$ cat config.mk
export PLATFORM = sky130hd
export DESIGN_NAME = truth_table_sweep
export DESIGN_NICKNAME = d
export VERILOG_FILES = /design/src/rtl/truth_table_sweep.sv
export SDC_FILE = /design/constraint.sdc
export NUM_CORES = 1
export LEC_CHECK = 0
export CORE_ASPECT_RATIO = 1.2
export CORE_MARGIN = 2
export CORE_UTILIZATION = 26
export DETAILED_ROUTE_END_ITERATION = 8
export GPL_TIMING_DRIVEN = 0
export MAX_ROUTING_LAYER = met4
export PLACE_DENSITY = 0.57
export SYNTH_ARGS = -nofsm -noshare
export SYNTH_HDL_FRONTEND = slang
export SYNTH_SLANG_ARGS = --single-unit
$ cat constraint.sdc
create_clock -name clk -period 2.2 [get_ports clk]
set_input_delay 0.44 -clock clk [delete_from_list [all_inputs] [get_ports clk]]
set_output_delay 0.44 -clock clk [all_outputs]
set_load 0.1 [all_outputs]
$ cat src/rtl/truth_table_sweep.sv
// Applies all 16 vectors of a 4-input gate, captures its response into a truth
// table and compares the table against a golden value latched at start.
module truth_table_sweep #(
   parameter int SETTLE = 1
) (
   input  logic        clk,
   input  logic        rst_n,
   input  logic        start,
   input  logic [15:0] expected,
   input  logic        t_in,
   output logic        p,
   output logic        q,
   output logic        r,
   output logic        s,
   output logic        busy,
   output logic        done,
   output logic        pass,
   output logic [15:0] table_out,
   output logic [3:0]  mismatch_idx
);

   typedef enum logic [1:0] {S_IDLE, S_SETTLE, S_SAMPLE, S_DONE} state_t;

   localparam logic [3:0] WAIT_LAST = 4'(SETTLE - 1);

   state_t      state_q, state_d;
   logic [3:0]  idx_q, idx_d;
   logic [3:0]  wait_q, wait_d;
   logic [15:0] exp_q, exp_d;
   logic [15:0] table_q, table_d;
   logic        pass_q, pass_d;
   logic [3:0]  midx_q, midx_d;

   function automatic logic [3:0] lowest_set(input logic [15:0] v);
      logic [3:0] pos;
      pos = '0;
      for (int i = 15; i >= 0; i--) begin
         if (v[i]) pos = 4'(i);
      end
      return pos;
   endfunction

   always_ff @(posedge clk) begin
      if (!rst_n) begin
         state_q <= S_IDLE;
         idx_q   <= '0;
         wait_q  <= '0;
         exp_q   <= '0;
         table_q <= '0;
         pass_q  <= 1'b0;
         midx_q  <= '0;
      end else begin
         state_q <= state_d;
         idx_q   <= idx_d;
         wait_q  <= wait_d;
         exp_q   <= exp_d;
         table_q <= table_d;
         pass_q  <= pass_d;
         midx_q  <= midx_d;
      end
   end

   always_comb begin
      state_d = state_q;
      unique case (state_q)
         S_IDLE, S_DONE: if (start) state_d = S_SETTLE;
         S_SETTLE:       if (wait_q == WAIT_LAST) state_d = S_SAMPLE;
         S_SAMPLE:       state_d = (idx_q == 4'd15) ? S_DONE : S_SETTLE;
         default:        state_d = S_IDLE;
      endcase
   end

   always_comb begin
      idx_d   = idx_q;
      wait_d  = wait_q;
      exp_d   = exp_q;
      table_d = table_q;
      pass_d  = pass_q;
      midx_d  = midx_q;
      unique case (state_q)
         S_IDLE, S_DONE: begin
            if (start) begin
               exp_d   = expected;
               table_d = '0;
               idx_d   = '0;
               wait_d  = '0;
               pass_d  = 1'b0;
               midx_d  = '0;
            end
         end
         S_SETTLE: begin
            if (wait_q != WAIT_LAST) wait_d = wait_q + 4'd1;
         end
         S_SAMPLE: begin
            table_d[idx_q] = t_in;
            // The verdict uses table_d so the final bit-15 sample is included.
            if (idx_q == 4'd15) begin
               pass_d = (table_d == exp_q);
               midx_d = (table_d == exp_q) ? 4'd0 : lowest_set(table_d ^ exp_q);
            end else begin
               idx_d  = idx_q + 4'd1;
               wait_d = '0;
            end
         end
         default: ;
      endcase
   end

   always_comb begin
      busy         = (state_q == S_SETTLE) || (state_q == S_SAMPLE);
      done         = (state_q == S_DONE);
      {p, q, r, s} = busy ? idx_q : 4'b0000;
      pass         = pass_q;
      table_out    = table_q;
      mismatch_idx = midx_q;
   end

endmodule

# After elaboration in Yosys (flattened, before gate mapping)
# Cells that the tools add are included.
classes:
  add_sub_neg: 2
  n_lt_le_gt_ge: 2
  n_eq_ne: 10
  mux: 38
  bitwise_logic: 1
  n_reduce_logical: 13
ops:
  columns: ["cell", "count"]
  rows:
  - ["$mux 4", 23]
  - ["$pmux 16 s2", 1]
  - ["$bwmux 16", 1]
  - ["$eq 16x16->1", 1]
  - ["$mux 16", 1]
  - ["$pmux 4 s2", 2]
  - ["$xor 16x16->16", 1]
  - ["$pmux 4 s3", 1]
  - ["$ne 2x2->1 const B", 5]
  - ["$reduce_and 3->1", 3]
  - ["$add 4x1->4 const B", 2]
  - ["$mux 2", 3]
  - ["$pmux 2 s3", 1]
  - ["$reduce_and 2->1", 3]
  - ["$lt 4x5->1 const B", 1]
  - ["$demux 1 s4", 1]
  - ["$eq 2x2->1 const B", 2]
  - ["$eq 4x4->1 const B", 1]
  - ["$ge 4x1->1 const B", 1]
  - ["$logic_not 4->1", 1]
  - ["$reduce_bool 4->1", 1]
  - ["$mux 1", 3]
  - ["$eq 2x1->1 const B", 1]
  - ["$logic_not 2->1", 1]
  - ["other kinds (5)", 5]
totals:
  regBits: 47
  in_bits: 20
  out_inout_bits: 27
  elab_cells: 73

# Logic depth before layout (Yosys ltp)
# Gate-level depths: netlist of the first run.
logic_depth:
  ltp_word: 25
  ltp_mapped: 10
  mapped_depth_nobuf: 9

# Least setup slack after synthesis of the first run
# OpenSTA, ideal clock, no wires.
synth_timing:
  path_kind: "register to output"
  from: "reg state_q[0]"
  to: "out p"
  arrival_ps: 2222
  required_time_ps: 1760
  path_slack_ps: -462
  path_stages_with_launch: 5
  path_buffers: 1
  path_cell_list: "dfxtp_1 inv_1 ha_1 clkbuf_1 nor2b_1"
synth_via:
  elab_chain_len: 3
  word_cells_on_any_way: 4
  cone_classes: "eq/ne: 2; mux: 1; reduce/logical: 1"
synth_lines:
  columns: ["item", "line_no", "text"]
  rows:
  - ["start, declared", "26", "state_t state_q, state_d;"]
  - ["start signal, assigned", "53", "state_q <= state_d;"]
  - ["$eq 2x1->1 / $eq 2x2->1 (equally long branches)", "110", "busy = (state_q == S_SETTLE) || (state_q == S_SAMPLE);"]
  - ["$logic_or 1x1->1 (*)", "110", null]
  - ["$mux 4 (*)", "112", "{p, q, r, s} = busy ? idx_q : 4'b0000;"]
  - ["end, declared", "11", "output logic p,"]
# Every way passes the cells marked *; elsewhere a longest branch is shown, timed or not.

# Final worst setup path of the first run
layout_timing:
  from: "reg idx_q[1]"
  to: "reg midx_q[0] (netlist: mismatch_idx[0])"
layout_via:
  elab_chain_len: 25
  word_cells_on_any_way: 30
  cone_classes: "order compare: 2; eq/ne: 3; mux: 22; bitwise: 1; reduce/logical: 2"
layout_lines:
  columns: ["item", "line_no", "text"]
  rows:
  - ["start, declared", "27", "logic [3:0] idx_q, idx_d;"]
  - ["start signal, assigned", "54", "idx_q <= idx_d;"]
  - ["$lt 4x5->1 (implied by the code) / $ge 4x1->1 (equally long branches)", "95", "table_d[idx_q] = t_in;"]
  - ["$logic_and 1x1->1 (implied by the code)", "95", null]
  - ["$mux 1 (implied by the code)", "95", null]
  - ["$demux 1 s4", "95", null]
  - ["$bwmux 16", "95", null]
  - ["$xor 16x16->16", "99", "midx_d = (table_d == exp_q) ? 4'd0 : lowest_set(table_d ^ exp_q);"]
  - ["$mux 4 (16 in a row)", "38", "if (v[i]) pos = 4'(i);"]
  - ["$mux 4", "99", null]
  - ["$mux 4", "97", "if (idx_q == 4'd15) begin"]
  - ["$pmux 4 s2", "80", "unique case (state_q)"]
  - ["end signal, assigned", "59", "midx_q <= midx_d;"]
  - ["end, declared", "32", "logic [3:0] midx_q, midx_d;"]
# Several ways; a longest one is shown, not always the timed one. The select of a mux whose other input is x is not followed.
# A chain may end at the register's enable or synchronous reset.

==> results of run 1 <==
registers in the layout, summed over array words and instances, names as in the netlist:
signal	cells
exp_q	16
table_out	16
idx_q	4
mismatch_idx	4
wait_q	4
state_q	2
pass	1
per-layer routing:
metal  vias to the layer above  wire length (um)  share of wire, %  global-route usage (%)
li1                       1332                 -                 -                       -
met1                      1217              3550                43                    17.7
met2                        57              4190                51                    24.7
met3                        11               349               4.2                    2.17
met4                         0               167               2.0                    6.08
met5                         -                 0                 0                       -
placed cells by master (no fill, tap or decap), types with 4 or more instances in the layout:
cell,synthesis,routed
a21boi_0,16,16
a21oi_1,20,18
and2_1,22,20
buf_4,1,24
buf_6,4,4
clkbuf_1,12,8
clkbuf_16,0,5
clkdlybuf4s50_1,0,17
dfxtp_1,47,32
dfxtp_2,0,13
dlygate4sd2_1,0,22
ha_1,10,6
ha_4,0,4
inv_1,22,19
mux2i_2,2,9
mux2i_4,0,5
nand2_1,44,44
nand2b_1,6,6
nand3_1,9,8
nand3b_1,5,5
nor2_1,18,18
nor2b_1,9,9
nor4_4,0,4
o21ai_0,9,8
o22ai_1,14,14
xnor2_2,1,10
xor2_1,7,7
repair_timing:
| action | in CTS | in global routing |
|---|---|---|
| pin swaps | 12 | 4 |
| gates resized for setup | 104 | 24 |
| setup buffers | 15 | 6 |
| setup endpoints to repair | 48 | 26 |
where the power goes:
part           internal [mW]  switching (mW)
Combinational          0.259           0.334
Clock                  0.420           0.333
Sequential             0.882          0.0344
per-stage QoR:
step / area, um^2 / std cells / power, mW / worst slack [ns] / hold WS (ns)
after floorplan: 2920 / 349 / 1.28 / -0.416 / 0.455
final: 4160 / 552 / 2.26 / -0.0360 / 0.478
after global routing: 4160 / 552 / 2.37 / -0.125 / 0.507
after global placement: 3530 / 526 / 1.41 / -0.685 / 0.468
after CTS: 4000 / 546 / 2.24 / -0.0288 / 0.484
after detailed placement: 3530 / 526 / 1.41 / -0.664 / 0.475
worst register-to-register path, delay by kind of cell (launching register included):
family,cells,cell delay [ns]
AOI/OAI and AO/OA,3,0.84
xor gates and xnor gates,1,0.14
adders and majority gates,1,0.17
buffers and inverters,1,0.12
DFF,1,0.37
muxes,1,0.27
and+or+nand+nor,2,0.27
worst paths after layout:
path / from / to / slack [ns] / depth (start not counted)
setup reg to reg: idx_q[1]$_SDFFE_PN0P_ / mismatch_idx[0]$_SDFFE_PN0P_ / -0.04 / 9
hold / removal: exp_q[3]$_SDFFE_PN0P_ / exp_q[3]$_SDFFE_PN0P_ / 0.48 / 2
setup / recovery: idx_q[1]$_SDFFE_PN0P_ / mismatch_idx[0]$_SDFFE_PN0P_ / -0.04 / 9
hold reg to reg: exp_q[3]$_SDFFE_PN0P_ / exp_q[3]$_SDFFE_PN0P_ / 0.48 / 2
cells by family (layout without fill, tap and decap cells):
logic type / count (synthesis) / count (layout) / synth area share, %
fa+ha+maj: 10 / 10 / 4.35
flops: 47 / 47 / 32.7
compound gates: 76 / 76 / 17.4
mux: 17 / 17 / 6.18
buf+inv: 41 / 112 / 6.62
xor+xnor: 21 / 21 / 6.66
simple gates: 137 / 137 / 26.0
cell type report:
type / instances / area [um^2]
Buffer: 16 / 116
Fill cell: 1080 / 6720
Clock inverter: 2 / 12.5
Clock buffer: 6 / 129
Timing Repair Buffer: 66 / 584
Sequential cell: 47 / 965
Inverter: 22 / 88.8
Multi-Input combinational cell: 261 / 2100
Tap cell: 132 / 165
==> results.md, run 1 <==
- The final reports fail on setup timing.
- The number of global-route vias before repair is 2678.
- Clock-pin slew was measured on the worst setup and hold paths at 0.06 ns.
- Of all nets on the critical path, the largest fanout is 5.
- The critical path is of the flip-flop to flip-flop type.
- After clock tree synthesis, the flow added hold-fix buffers numbering 0.
- TritonCTS built the clock tree.
- The longest clock path from root to sink contains 2 buffers.
- Relative to the synthesized area, the layout overhead comes to 44.8%.
- Once detail routing completed, the nets flagged for antenna violations numbered 0.
- The fraction of synthesized cell area taken by the top area cell type is 32.7%.
- The worst-margin pin slew is 0.965 ns.
- The type of element capturing the critical path is a flip-flop.
- dfxtp_1 takes more of the synthesized area than any other cell.
- Headroom to the max-slew limit came out at 35.9%.
- The count of max-cap constraint violations is 0.
- The final cell utilization of the core is 38.2%.
- The launching element type of the critical path is a flip-flop.
- By area the synthesized netlist is led by dfxtp_1, nand2_1, mux2i_1.
- The number of detailed-route iterations in the first pass is 4.
- The number of core rows is 42.
- TritonCTS created 5 clock buffers.
- The maximum number of pins on one net before global-route repair is 15.
- Yosys printed 0 warnings.
- The number of buffers and inverters on the critical path is 1.
- The most repeated cell in the gate-level netlist after synthesis is dfxtp_1.
- The total routing resource utilization after global routing is 14.8%.
- The H-tree was split into 2 levels.
- The count of final max-slew check failures is 0.
- The required time reported for the critical path endpoint is 2.43 ns.
- After global routing the overflow that remains totals 0.
- For this configuration, the core starts out at a cell density of 26.4%.
- The kind of cell with the highest combined delay along the critical path is compound AO/OA/AOI/OAI gates.
- VDD sags by at most 0.000247 V.
- Between clock sinks in the finished design, the worst skew comes to 0.0112 ns.
- The die span in y is 119 um.
- The flip-flop and latch count after synthesis is 47.
- Setup repair after global routing could not meet its margin everywhere.
- The DRC violation total after the first TritonRoute iteration is 98.
- The number of antenna diodes in the final layout is 0.
- The post-synthesis sequential area ratio is 32.7%.
- The die boundary width is 100 um.
- The post-layout net count is 449.
- The die covers 11900 um^2.
- The setup TNS is -0.0819 ns.
- After layout, the worst setup slack is -0.0360 ns.
- The total power divided by cell area is 544 nW/um^2.
- The DRC violation count after routing is 0.
- The primary flip-flop cell chosen by synthesis mapping is dfxtp_1.
- After detailed routing, the average wire length per cell comes to 15.0 um.
- The clock sink count is 47.
- The type of the worst min-delay path is flip-flop to flip-flop.
- The clock latency on the worst-skew pair is 0.30 ns.
- The number of distinct library cells after synthesis is 48.
- The number of instances in the synthesized netlist is 349.
- Based on the critical path, the design can be clocked at up to 447 MHz.
- The first global-routing pass estimated 13500 um of wire.
- The estimated wirelength of the detail-placed design is 6050 um.
- The number of flops mapped to enable cells by yosys is 0.
- In this design, the stage delay of the slowest critical-path cell is 0.37 ns.
- For the worst setup path, the data arrival time is 2.47 ns.
- The flow ran to the end, but the final reports show violations.
- At the end of routability-driven placement, the weighted congestion stood at 0.993.
- After floorplanning, the core was sized to cover 10900 um^2.
- During placement, the flow inserted port buffers numbering 45.
- The leakage power figure is 1.69 nW.
- The mapped netlist covers 2870 um^2.
- The worst path uses 102% of the clock period.
- Counting every net in the synthesized netlist gives 379.
- For this design the top-level I/O count stands at 47.
- The cell at the root of the clock tree is clkbuf_16.
- Traced cell by cell, the critical path runs through buf_6, ha_4, nand3_2, mux2i_2, xnor2_2, nand2b_1, a221o_1, a2111oi_4, a32o_1.
- The detailed-route vias per instance is 4.74.
- The number of failing hold endpoints at the final stage is 0.
- The mean post-synth cell area is 8.23 um^2.
- The ratio of cells with drive above 1 in the final layout is 27.1%.
- The initial antenna violation count is 0.
- Setup violations remaining at the end of the flow were counted as 3.
- Ranked by instance count, the synthesized netlist is headed by dfxtp_1, nand2_1, and2_1, inv_1, a21oi_1.
- Wires add up to 8260 um.
- The via count of the routed design is 2617.
- The master of the slowest instance on the critical path is dfxtp_4.
- Counting I/O delays and the setup requirement, the final critical path takes 2.24 ns.
- The proportion of register bits with asynchronous set or reset after synthesis is 0%.
Note: power is estimated with default switching activity, not from simulation.
==> inputs of run 2 (changes only) <==
Settings changed: HOLD_SLACK_MARGIN set to 0.08, PLACE_DENSITY 0.57 to 0.56.
Clock period 2.2 ns to 2.5 ns, I/O delays scaled along.
==> results.md, run 2 (same netlist as run 1, synthesis figures left out) <==
- The number of filler instances in the final layout came to 1138 (was 1080).
- The effective utilization at floorplan is 26.4% (unchanged).
- The detailed-route vias per instance is 4.74 (about the same).
- The number of failing hold endpoints at the final stage was 0 (unchanged).
- The number of antenna diodes is 0 (unchanged).
- The clock sink count is 47 (unchanged).
- The count of boundary I/O pins is 47 (unchanged).
- The count of max-cap constraint violations is 0 (unchanged).
- The number of port buffers came to 45 (unchanged).
- The DRC violation total after the first TritonRoute iteration is 98 (unchanged).
- The final weighted congestion of routability-driven global placement is 0.830 (was 0.993).
- The family with the most delay on the worst path is buffers and inverters (was compound AO/OA/AOI/OAI gates).
- The routed wire length was 7810 um (was 8260 um).
- The category of the most critical setup path is flip-flop to output port (was flip-flop to flip-flop).
- The die boundary width is 100 um (unchanged).
- The count of final max-slew check failures is 0 (unchanged).
- The wire length of the first global-routing pass came to 12400 um (was 13500 um).
- The required time reported for the critical path endpoint was 2.00 ns (was 2.43 ns).
- The largest driver fanout on the critical path is 3 (was 5).
- The worst endpoint data arrival time was 1.89 ns (was 2.47 ns).
- The clock latency on the worst-skew pair is 0.29 ns (was 0.30 ns).
- Cell chain of the critical path: clkdlybuf4s50_1 (was buf_6, ha_4, nand3_2, mux2i_2, xnor2_2, nand2b_1, a221o_1, a2111oi_4, a32o_1).
- The master of the slowest instance on the critical path was clkdlybuf4s50_1 (was dfxtp_4).
- The maximum resistive drop on vdd is 0.000317 V (was 0.000247 V).
- The initial antenna violation count is 0 (unchanged).
- Derived from the worst setup path, the maximum achievable clock frequency is 418 MHz.
- The biggest cell delay along the critical path is 1.17 ns (was 0.37 ns).
- The launching element type of the critical path is a flip-flop (unchanged).
- The worst setup skew after layout is 0.00760 ns (was 0.0112 ns).
- The worst-margin pin slew came to 0.974 ns (was 0.965 ns).
- The final cell utilization of the core came to 34.8% (was 38.2%).
- The number of global-route vias before repair came to 2496 (was 2678).
- The die span in y is 119 um (unchanged).
- The deepest level of the CTS H-tree is 2 (unchanged).
- The TritonCTS buffer count is 5 (unchanged).
- The layout overhead on the synthesized area is 31.7% (was 44.8%).
- Dividing the final minimum period by the clock period gives 95.8%.
- The total power divided by cell area is 554 nW/um^2 (was 544 nW/um^2).
- The estimated wirelength of the detail-placed design was 6130 um (was 6050 um).
- The clock-pin slew of the registers on the worst-case setup and hold paths is 0.07 ns (was 0.06 ns).
- The total routing resource utilization after global routing is 13.5% (was 14.8%).
- The number of detailed-route iterations in the first pass is 4 (unchanged).
- The post-layout net count came to 432 (was 449).
- The type of the worst min-delay path is flip-flop to flip-flop (unchanged).
- The most common cell after layout, fill and taps aside is dfxtp_1 (was nand2_1).
- The count of antenna-violating nets left after detailed routing came to 0 (unchanged).
- The final count of negative-setup-slack endpoints is 0 (was 3).
- The area of the die came to 11900 um^2 (unchanged).
- The ratio of cells with drive above 1 in the final layout is 12.9% (was 27.1%).
- The TritonCTS clock tree is yes (unchanged).
- The maximum number of pins on one net before global-route repair came to 15 (unchanged).
- The type of element capturing the critical path is an output port (was flip-flop).
- The number of buffers on the longest clock path is 2 (unchanged).
- The core box area is 10900 um^2 (unchanged).
- The remaining global-route overflow is 0 (unchanged).
- The number of core rows is 42 (unchanged).
- The tightest slew margin relative to the limit was 34.9% (was 35.9%).
- The leakage power figure was 1.46 nW (was 1.69 nW).
- The cell at the root of the clock tree is clkbuf_16 (unchanged).
- The final total power is 2.10 mW (was 2.26 mW).
- Most frequent cells in the layout: dfxtp_1, nand2_1, clkdlybuf4s50_1 (was nand2_1, dfxtp_1, buf_4).
- The via count of the routed design was 2535 (was 2617).
- The detailed-route wire length per cell was 14.6 um (was 15.0 um).
- The post-route minimum period is 2.39 ns.
- The DRC violation count after routing came to 0 (unchanged).
- Result of the run: completed (was complete, but fails checks).
- The number of buffers and inverters on the critical path is 1 (unchanged).
[run 2: path summary, 6_finish.rpt]
check	depth (start not counted)	slack (ns)	to	from
max reg2reg	9	0.16	mismatch_idx[1]$_SDFFE_PN0P_	idx_q[0]$_SDFFE_PN0P_
min reg2reg	2	0.48	exp_q[9]$_SDFFE_PN0P_	exp_q[9]$_SDFFE_PN0P_
min	2	0.48	exp_q[9]$_SDFFE_PN0P_	exp_q[9]$_SDFFE_PN0P_
max	1	0.11	table_out[15]	table_out[15]$_SDFFE_PN0P_
[run 2: metal layers]
metal | wire length [um] | GRT usage (%) | up-vias
li1 | - | - | 1295
met1 | 3570 | 16.2 | 1182
met2 | 3880 | 23.8 | 52
met3 | 290 | 1.76 | 6
met4 | 71 | 3.42 | 0
met5 | 0 | - | -
[run 2: through the flow]
step	hold slack [ns]	area (um^2)	std cells	TNS (ns)	worst slack, ns
global placement	0.474	3490	526	-3.38	-0.422
CTS	0.486	3740	536	0	0.00345
floorplan	0.455	2880	349	-0.722	-0.222
global route	0.506	3780	535	-0.0644	-0.0342
detailed placement	0.478	3490	526	-3.76	-0.415
finish	0.482	3780	535	0	0.106
[run 2: where the power goes]
group | switching [mW] | total [mW] | internal, mW | leakage (nW)
logic | 0.262 | 0.430 | 0.168 | 0.982
clock network | 0.291 | 0.865 | 0.574 | 0.0911
registers | 0.0250 | 0.802 | 0.777 | 0.382
total | 0.578 | 2.10 | 1.52 | 1.46
[run 2: area by class of cell]
type,instances,area (um^2),share of cell area (%)
plain buffers,17,108,2.84
clock buffers,6,129,3.41
clock inverters,2,60.1,1.59
inverters,22,82.6,2.18
multi-input cells,261,1830,48.3
flip-flops and latches,47,943,24.9
well taps,132,165,4.37
repair buffers,48,468,12.4
[run 2: what timing repair did]
action / CTS / global route
resized for setup: 27 / 16
cloned: 0 / 0
setup endpoints to repair: 20 / 35
pin swaps: 1 / 0
hold buffers: 0 / 0
buffers inserted: 2 / 1
